File: src/rtl/alu_issue_unit.sv
// Initiator side of the ALU interface: accepts one command, drives the combinational ALU,
// waits a fixed settle time, captures result/flags and returns them; keeps the {V,C,Z} status.
module alu_issue_unit #(
    parameter int WIDTH  = 16,
    parameter int SETTLE = 1
) (
    input  logic             clk,
    input  logic             rst_n,
    input  logic             req_valid,
    output logic             req_ready,
    input  logic [2:0]       req_op,
    input  logic [WIDTH-1:0] req_a,
    input  logic [WIDTH-1:0] req_b,
    input  logic             req_setflg,
    output logic [2:0]       alu_op,
    output logic [WIDTH-1:0] alu_a,
    output logic [WIDTH-1:0] alu_b,
    input  logic [WIDTH-1:0] alu_r,
    input  logic             alu_ovfl,
    input  logic             alu_zero,
    input  logic             alu_cout,
    output logic             rsp_valid,
    input  logic             rsp_ready,
    output logic [WIDTH-1:0] rsp_r,
    output logic [2:0]       rsp_flags,
    output logic [2:0]       status,
    output logic             busy
);

    typedef enum logic [1:0] {
        ST_IDLE,
        ST_SETTLE,
        ST_RESP
    } state_t;

    localparam logic [3:0] CNT_LOAD = 4'(SETTLE - 1);

    state_t     state, next_state;
    logic [3:0] cnt;
    logic       setflg_q;
    logic       accept, capture, release_rsp;

    // NOTE: every output of this block gets a default first, so no path can infer a latch.
    always_comb begin
        next_state  = state;
        req_ready   = 1'b0;
        accept      = 1'b0;
        capture     = 1'b0;
        release_rsp = 1'b0;
        case (state)
            ST_IDLE: begin
                req_ready = 1'b1;
                if (req_valid) begin
                    accept     = 1'b1;
                    next_state = ST_SETTLE;
                end
            end
            ST_SETTLE: begin
                if (cnt == 4'd0) begin
                    capture    = 1'b1;
                    next_state = ST_RESP;
                end
            end
            ST_RESP: begin
                if (rsp_ready) begin
                    release_rsp = 1'b1;
                    next_state  = ST_IDLE;
                end
            end
            default: next_state = ST_IDLE;
        endcase
        busy = (state != ST_IDLE);
    end

    // NOTE: reset is synchronous, so it lives inside the clocked branch rather than the sensitivity list;
    // state uses non-blocking assignments so every register samples pre-edge values.
    always_ff @(posedge clk) begin
        if (!rst_n) begin
            state     <= ST_IDLE;
            cnt       <= 4'd0;
            setflg_q  <= 1'b0;
            alu_op    <= 3'd0;
            alu_a     <= '0;
            alu_b     <= '0;
            rsp_valid <= 1'b0;
            rsp_r     <= '0;
            rsp_flags <= 3'd0;
            status    <= 3'd0;
        end else begin
            state <= next_state;
            if (accept) begin
                alu_op   <= req_op;
                alu_a    <= req_a;
                alu_b    <= req_b;
                setflg_q <= req_setflg;
                cnt      <= CNT_LOAD;
            end else if (state == ST_SETTLE && cnt != 4'd0) begin
                cnt <= cnt - 4'd1;
            end
            // Flags are packed {V,C,Z} both in the response and in the status register.
            if (capture) begin
                rsp_r     <= alu_r;
                rsp_flags <= {alu_ovfl, alu_cout, alu_zero};
                rsp_valid <= 1'b1;
                if (setflg_q)
                    status <= {alu_ovfl, alu_cout, alu_zero};
            end
            if (release_rsp)
                rsp_valid <= 1'b0;
        end
    end

endmodule

File: config.mk
export PLATFORM = sky130hd
export DESIGN_NAME = alu_issue_unit
export DESIGN_NICKNAME = d
export VERILOG_FILES = /design/src/rtl/alu_issue_unit.sv
export SDC_FILE = /design/constraint.sdc
export NUM_CORES = 1
export LEC_CHECK = 0
export CORE_ASPECT_RATIO = 0.8
export CORE_MARGIN = 3
export CORE_UTILIZATION = 44
export CTS_CLUSTER_DIAMETER = 100
export DETAILED_ROUTE_END_ITERATION = 12
export MAX_ROUTING_LAYER = met4
export PLACE_DENSITY = 0.85
export SETUP_SLACK_MARGIN = 0.02
export SLEW_MARGIN = 20
export SYNTH_ARGS = -nofsm -noshare
export SYNTH_HDL_FRONTEND = slang
export SYNTH_SLANG_ARGS = --single-unit
File: constraint.sdc
create_clock -name clk -period 4.1 [get_ports clk]
set_input_delay 0.82 -clock clk [delete_from_list [all_inputs] [get_ports clk]]
set_output_delay 0.82 -clock clk [all_outputs]
set_load 0.02 [all_outputs]
==> results of run 1 <==
==> path summary, 6_finish.rpt <==
kind                                          endpoint  slack (ns)  depth (start not counted)
worst max-delay path                         req_ready        1.58                          3
worst min-delay path             alu_a[5]$_SDFFE_PN0P_        0.45                          2
worst max register to register  status[1]$_SDFFE_PN0P_        2.17                          6
worst min register to register   alu_a[5]$_SDFFE_PN0P_        0.45                          2
==> state kept, by name (all words and copies together), names as in the netlist <==
| name | flops |
|---|---|
| alu_a | 16 |
| alu_b | 16 |
| rsp_r | 16 |
| cnt | 4 |
| alu_op | 3 |
| rsp_flags | 3 |
| status | 3 |
| state | 2 |
| rsp_valid | 1 |
| setflg_q | 1 |
==> cells in the final DEF (no fill, tap or decap), types with 2 or more instances in the layout <==
cell type        instances
a21oi_1                  4
nand2_1                 79
mux2i_1                  3
clkbuf_8                11
o21a_1                   2
clkbuf_1                 3
nand3_1                 20
clkdlybuf4s50_1        117
o21ai_0                 22
a21boi_1                12
or4_1                    2
dfxtp_1                 65
inv_1                    4
buf_4                    3
bufinv_16                2
a21boi_0                43
nor2_1                   2
==> report_power, final <==
group	internal (W)	total (W)	switching, W
registers	0.000668	0.000689	0.0000211
logic	0.000141	0.000267	0.000126
clock network	0.000377	0.000605	0.000228
total	0.00119	0.00156	0.000376
==> per-stage QoR <==
| stage | power [W] | hold slack [ns] |
|---|---|---|
| detailed placement | 0.000971 | 0.448 |
| floorplan | 0.000826 | 0.431 |
| finish | 0.00156 | 0.455 |
| global placement | 0.000965 | 0.442 |
| global route | 0.00162 | 0.485 |
| CTS | 0.00157 | 0.457 |
==> tightest hold or removal path, stage by stage, from the launching register on <==
cell	delay, ns
dfxtp_1	0.31
nand2_1	0.05
a21boi_1	0.05
==> cell usage after synthesis, types with 2 or more instances <==
library cell	count	share of area, %
a21boi_0	43	13
a21boi_1	12	3.5
a21oi_1	4	0.78
buf_2	10	2.0
clkbuf_1	12	1.8
dfxtp_1	65	51
inv_1	4	0.59
mux2i_1	3	1.2
nand2_1	79	12
nand3_1	20	3.9
nor2_1	2	0.29
o21a_1	2	0.59
o21ai_0	22	4.3
or4_1	2	0.59
==> cells by family (layout without fill, tap and decap cells) <==
kind of cell,Yosys count,in the layout,synth area share [%]
fa+ha+maj,1,1,0.488
compound gates,85,85,22.5
mux,3,3,1.17
flops,65,65,50.8
simple gates,114,114,20.5
buf+inv,27,141,4.59
==> per-layer routing <==
metal / track usage (%) / wire (microns) / share of wire, %
met5: - / 0 / 0
met4: 8.19 / 150 / 2.2
met3: 7.38 / 381 / 5.5
met2: 36.1 / 3390 / 49
met1: 23.8 / 2950 / 43
==> cell type report <==
type,count,area (sq um)
Clock buffer,14,163
Clock inverter,2,60.1
Fill cell,466,1550
Inverter,4,15.0
Multi-Input combinational cell,203,1140
Sequential cell,65,1300
Tap cell,78,97.6
Timing Repair Buffer,121,1200
==> results by group, run 1 <==
Outcome
  – Status: completed

Detailed routing
  – Via/cell ratio: 4.98
  – Vias: 2426
  – Final ANT Viol Nets: 0
  – WL per Instance: 14.1 microns
  – Drt first pass iters: 4
  – DR iter-0 viols: 122
  – Residual DRC: 0
  – Routed WL: 6.87 mm

Logic synthesis
  – Synth warn: 0
  – Post-synthesis net count: 355
  – Syn Inst Count: 295
  – Sequential area share after synthesis: 50.8%
  – Synth cell types: 29
  – Mapped Area: 2560 sq um
  – Post-synth EDFFs: 0
  – Synthesized area per cell: 8.68 sq um
  – Top_reg_cell synth: dfxtp_1
  – Async SR Flop Fraction: 0%
  – Synthesized flop and latch total: 65

Setup path
  – CP max FO: 7
  – CP Launch Type: flop
  – CP Buf/Inv Count: 2
  – Crit path max-delay family: buffers and inverters
  – Slowest stage delay, CP: 0.59 ns
  – Worst setup startpoint: state[0]$_SDFFE_PN0P_
  – Crit path cell chain: or2_2 -> inv_1 -> clkdlybuf4s50_1
  – CP Capture Type: primary output
  – Slowest cell on crit path: clkdlybuf4s50_1
  – Worst Path Arrival: 1.70 ns
  – WP data required: 3.28 ns
  – Reg2reg start: cnt[0]$_SDFFE_PP0P_
  – Setup CP Type: reg2out

Timing
  – Final WS setup: 1.58 ns
  – Fmax: 396 MHz
  – Minimum clock period: 2.52 ns
  – Final Max Tran Viols: 0
  – Slew margin rel.: 38.9%
  – Final Cycle Share: 61.5%
  – RSZ-0062 raised after global routing: no
  – Clock skew: 0.00683 ns
  – Final Hold Vio Count: 0
  – Post-route setup TNS: 0 ns
  – Final count of negative-setup-slack endpoints: 0
  – Worst slew pin tran: 0.916 ns

Placement
  – Post-DP Area: 3750 sq um
  – Global placement routability congestion: 0.728
  – Dpl ws: 1.70 ns
  – Port bufs: 118
  – Post-placement cell count: 471
  – Dpl hpwl: 4.82 mm

Clock network
  – Post-CTS setup buffers: 0
  – Clk pin slew, worst setup/hold paths: 0.06 ns
  – TritonCTS Buffers: 9
  – CTS Buffer Depth: 2
  – H-tree levels: 3
  – Cts repair resizes: 0
  – Clk_lat worst skew: 0.33 ns
  – # hold bufs at CTS: 0
  – CTS root buf: clkbuf_8
  – CTS tree: done
  – Clock sink count: 65

Floorplan
  – Die Wd: 91.3 microns
  – Die H: 74.2 microns
  – Site row count: 24
  – Initial Utilization: 46.4%
  – Top-Level Pins: 119
  – DIE AREA: 6780 sq um
  – Core area: 5530 sq um

Cells and area
  – Final Instance Area: 3980 sq um
  – # nets final: 464
  – Core Util, Final: 72.0%
  – Finished Layout Cells: 487
  – Layout cells sized above 1: 5.62%
  – ANT cells: 0
  – P&R area growth vs syn: 55.3%

GRT
  – First-pass GRT wire length: 11.1 mm
  – Remaining global-route overflow: 0
  – GRT Util Overall: 21.4%
  – Pin count of the biggest net entering global routing: 66
  – Vias in the first global route: 2407
  – Initial antenna violation count: 0

Flow run
  – Max Cap Violations: 0

Pwr
  – P per Cell Area: 393 nW/um^2
  – Leakage: 1.45 nW
  – Worst VDD drop: 0.000212 V

Min path
  – Worst hold path class: reg2reg
  – Min-delay src: alu_a[5]$_SDFFE_PN0P_
Power figures use the tool's default switching activity.
==> inputs of run 2 (changes only) <==
--- a/config.mk
+++ b/config.mk
@@ -7,11 +7,11 @@
 export LEC_CHECK = 0
 export CORE_ASPECT_RATIO = 0.8
 export CORE_MARGIN = 3
-export CORE_UTILIZATION = 44
+export CORE_UTILIZATION = 37
 export CTS_CLUSTER_DIAMETER = 100
 export DETAILED_ROUTE_END_ITERATION = 12
 export MAX_ROUTING_LAYER = met4
-export PLACE_DENSITY = 0.85
+export PLACE_DENSITY = 0.76
 export SETUP_SLACK_MARGIN = 0.02
 export SLEW_MARGIN = 20
 export SYNTH_ARGS = -nofsm -noshare
==> constraint.sdc (replaced) <==
create_clock -name clk -period 2.1 [get_ports clk]
set_input_delay 0.42 -clock clk [delete_from_list [all_inputs] [get_ports clk]]
set_output_delay 0.42 -clock clk [all_outputs]
set_load 0.02 [all_outputs]
==> run 2 against run 1 <==
- sequential cell count is the same
- die area grew 17%
- register-to-register slack lost 1.7 ns
- sequential power grew 94%
- final cell count grew 2.5%
- clock skew shrank 0.00077 ns
- sequential share of layout area shrank 0.28 points
- worst hold slack lost 0.0060 ns
- power grew 86%
- critical path type unchanged
- critical endpoint is now busy
- highest routed layer unchanged
==> results by group, run 2 (synthesis results as in run 1) <==
Floorplan
  – Top-Level Pins: 119
  – Initial Utilization: 39.2%
  – Die H: 80.4 microns
  – DIE AREA: 7960 sq um
  – Core area: 6540 sq um
  – Die Wd: 99.0 microns
  – Site row count: 26

Clock network
  – Clk_lat worst skew: 0.33 ns
  – CTS tree: done
  – H-tree levels: 3
  – CTS root buf: clkbuf_8
  – TritonCTS Buffers: 9
  – CTS Buffer Depth: 2
  – Clk pin slew, worst setup/hold paths: 0.07 ns
  – # hold bufs at CTS: 0
  – Clock sink count: 65
  – Post-CTS setup buffers: 0

Detailed routing
  – Residual DRC: 0
  – Vias: 2444
  – WL per Instance: 13.8 microns
  – Final ANT Viol Nets: 0
  – DR iter-0 viols: 84
  – Routed WL: 6.91 mm
  – Drt first pass iters: 4
  – Via/cell ratio: 4.90

Placement
  – Port bufs: 118
  – Global placement routability congestion: 0.745
  – Post-DP Area: 3820 sq um
  – Dpl ws: 0.204 ns
  – Dpl hpwl: 4.97 mm

Cells and area
  – Core Util, Final: 61.3%
  – P&R area growth vs syn: 56.6%
  – # nets final: 470
  – Most common cell after layout, fill and taps aside: clkdlybuf4s50_1
  – Most frequent cells in the layout: clkdlybuf4s50_1 (116), nand2_1 (79), dfxtp_1 (65)
  – Final Instance Area: 4010 sq um
  – Top flop regs: alu_a: 16 flops, alu_b: 16 flops, rsp_r: 16 flops
  – Layout cells sized above 1: 6.99%
  – ANT cells: 0
  – # fillers: 599

Timing
  – Worst slew pin tran: 0.483 ns
  – Final count of negative-setup-slack endpoints: 0
  – Slew margin rel.: 67.7%
  – Final WS setup: 0.176 ns
  – Final Max Tran Viols: 0
  – Final Hold Vio Count: 0
  – Fmax: 520 MHz
  – RSZ-0062 raised after global routing: no
  – Minimum clock period: 1.92 ns
  – Clock skew: 0.00606 ns
  – Post-route setup TNS: 0 ns
  – Final Cycle Share: 91.6%

GRT
  – Vias in the first global route: 2503
  – Remaining global-route overflow: 0
  – Initial antenna violation count: 0
  – First-pass GRT wire length: 11.6 mm
  – Pin count of the biggest net entering global routing: 37
  – GRT Util Overall: 18.5%

Outcome
  – Status: completed

Setup path
  – CP Capture Type: primary output
  – Slowest cell on crit path: clkdlybuf4s50_1
  – WP data required: 1.68 ns
  – CP max FO: 2
  – Crit path max-delay family: buffers and inverters
  – CP Launch Type: flop
  – Crit path cell chain: or2_2 -> clkdlybuf4s50_1
  – Setup CP Type: reg2out
  – CP Buf/Inv Count: 1
  – Worst Path Arrival: 1.50 ns
  – Slowest stage delay, CP: 0.55 ns

Pwr
  – Post-route total power: 0.00290 W
  – P per Cell Area: 722 nW/um^2
  – Worst VDD drop: 0.000380 V
  – Leakage: 1.48 nW

Min path
  – Worst hold path class: reg2reg

Flow run
  – Max Cap Violations: 0
[run 2: cell count changes in the layout (fill, tap and decap cells not counted)]
cell             delta
bufinv_16           -1
buf_12              +1
dlymetal6s2s_1      +1
buf_4               +5
clkinv_2            +2
clkdlybuf4s50_1     -1
clkbuf_8            -1
[run 2: tightest hold or removal path, stage by stage, from the launching register on]
cell and delay [ns]:
dfxtp_1 0.31, nand2_1 0.05, a21boi_1 0.05
[run 2: worst paths after layout]
kind,startpoint,to,slack [ns],depth (start not counted)
setup / recovery,state[1]$_SDFFE_PN0P_,busy,0.18,2
hold / removal,setflg_q$_SDFFE_PN0P_,setflg_q$_SDFFE_PN0P_,0.45,2
setup reg to reg,cnt[0]$_SDFFE_PP0P_,rsp_r[0]$_SDFFE_PN0P_,0.46,5
hold reg to reg,setflg_q$_SDFFE_PN0P_,setflg_q$_SDFFE_PN0P_,0.45,2
[run 2: per-layer routing]
| metal | up-vias | part of all wire, % | GRT usage (%) |
|---|---|---|---|
| li1 | 1222 | - | - |
| met1 | 1148 | 43 | 21.1 |
| met2 | 68 | 49 | 30.2 |
| met3 | 6 | 6.8 | 7.64 |
| met4 | 0 | 1.0 | 4.77 |
| met5 | - | 0 | - |
[run 2: final cells by class]
cell class | count | area, sq um | share of cell area (%)
timing repair buffer | 127 | 1260 | 31.4
multi-input combinational | 203 | 1140 | 28.5
tap | 84 | 105 | 2.62
clock buffer | 13 | 149 | 3.71
clock inverter | 3 | 40.0 | 0.998
inverter | 4 | 15.0 | 0.374
sequential | 65 | 1300 | 32.4
[run 2: timing repair]
| action | in CTS | in global routing |
|---|---|---|
| hold endpoints to repair | 0 | 0 |
| endpoints found under the setup margin | 0 | 1 |
| gates resized for setup | 0 | 1 |
[run 2: power by group]
| part | switching, W | internal, W | total, W |
|---|---|---|---|
| logic | 0.000255 | 0.000284 | 0.000539 |
| registers | 0.0000340 | 0.00130 | 0.00134 |
| clock network | 0.000442 | 0.000579 | 0.00102 |
| total | 0.000731 | 0.00217 | 0.00290 |
[run 2: per-stage QoR]
| step | cells | hold WS, ns |
|---|---|---|
| floorplan | 295 | 0.431 |
| global placement | 483 | 0.441 |
| detailed placement | 483 | 0.445 |
| CTS | 499 | 0.454 |
| global route | 499 | 0.475 |
| finish | 499 | 0.449 |
==> inputs of run 3 (changes only) <==
--- a/config.mk
+++ b/config.mk
@@ -17,3 +17,4 @@
 export SYNTH_ARGS = -nofsm -noshare
 export SYNTH_HDL_FRONTEND = slang
 export SYNTH_SLANG_ARGS = --single-unit
+export TNS_END_PERCENT = 10
==> results of run 3 <==
The final DEF is identical to that of run 2; final timing and power are the same.
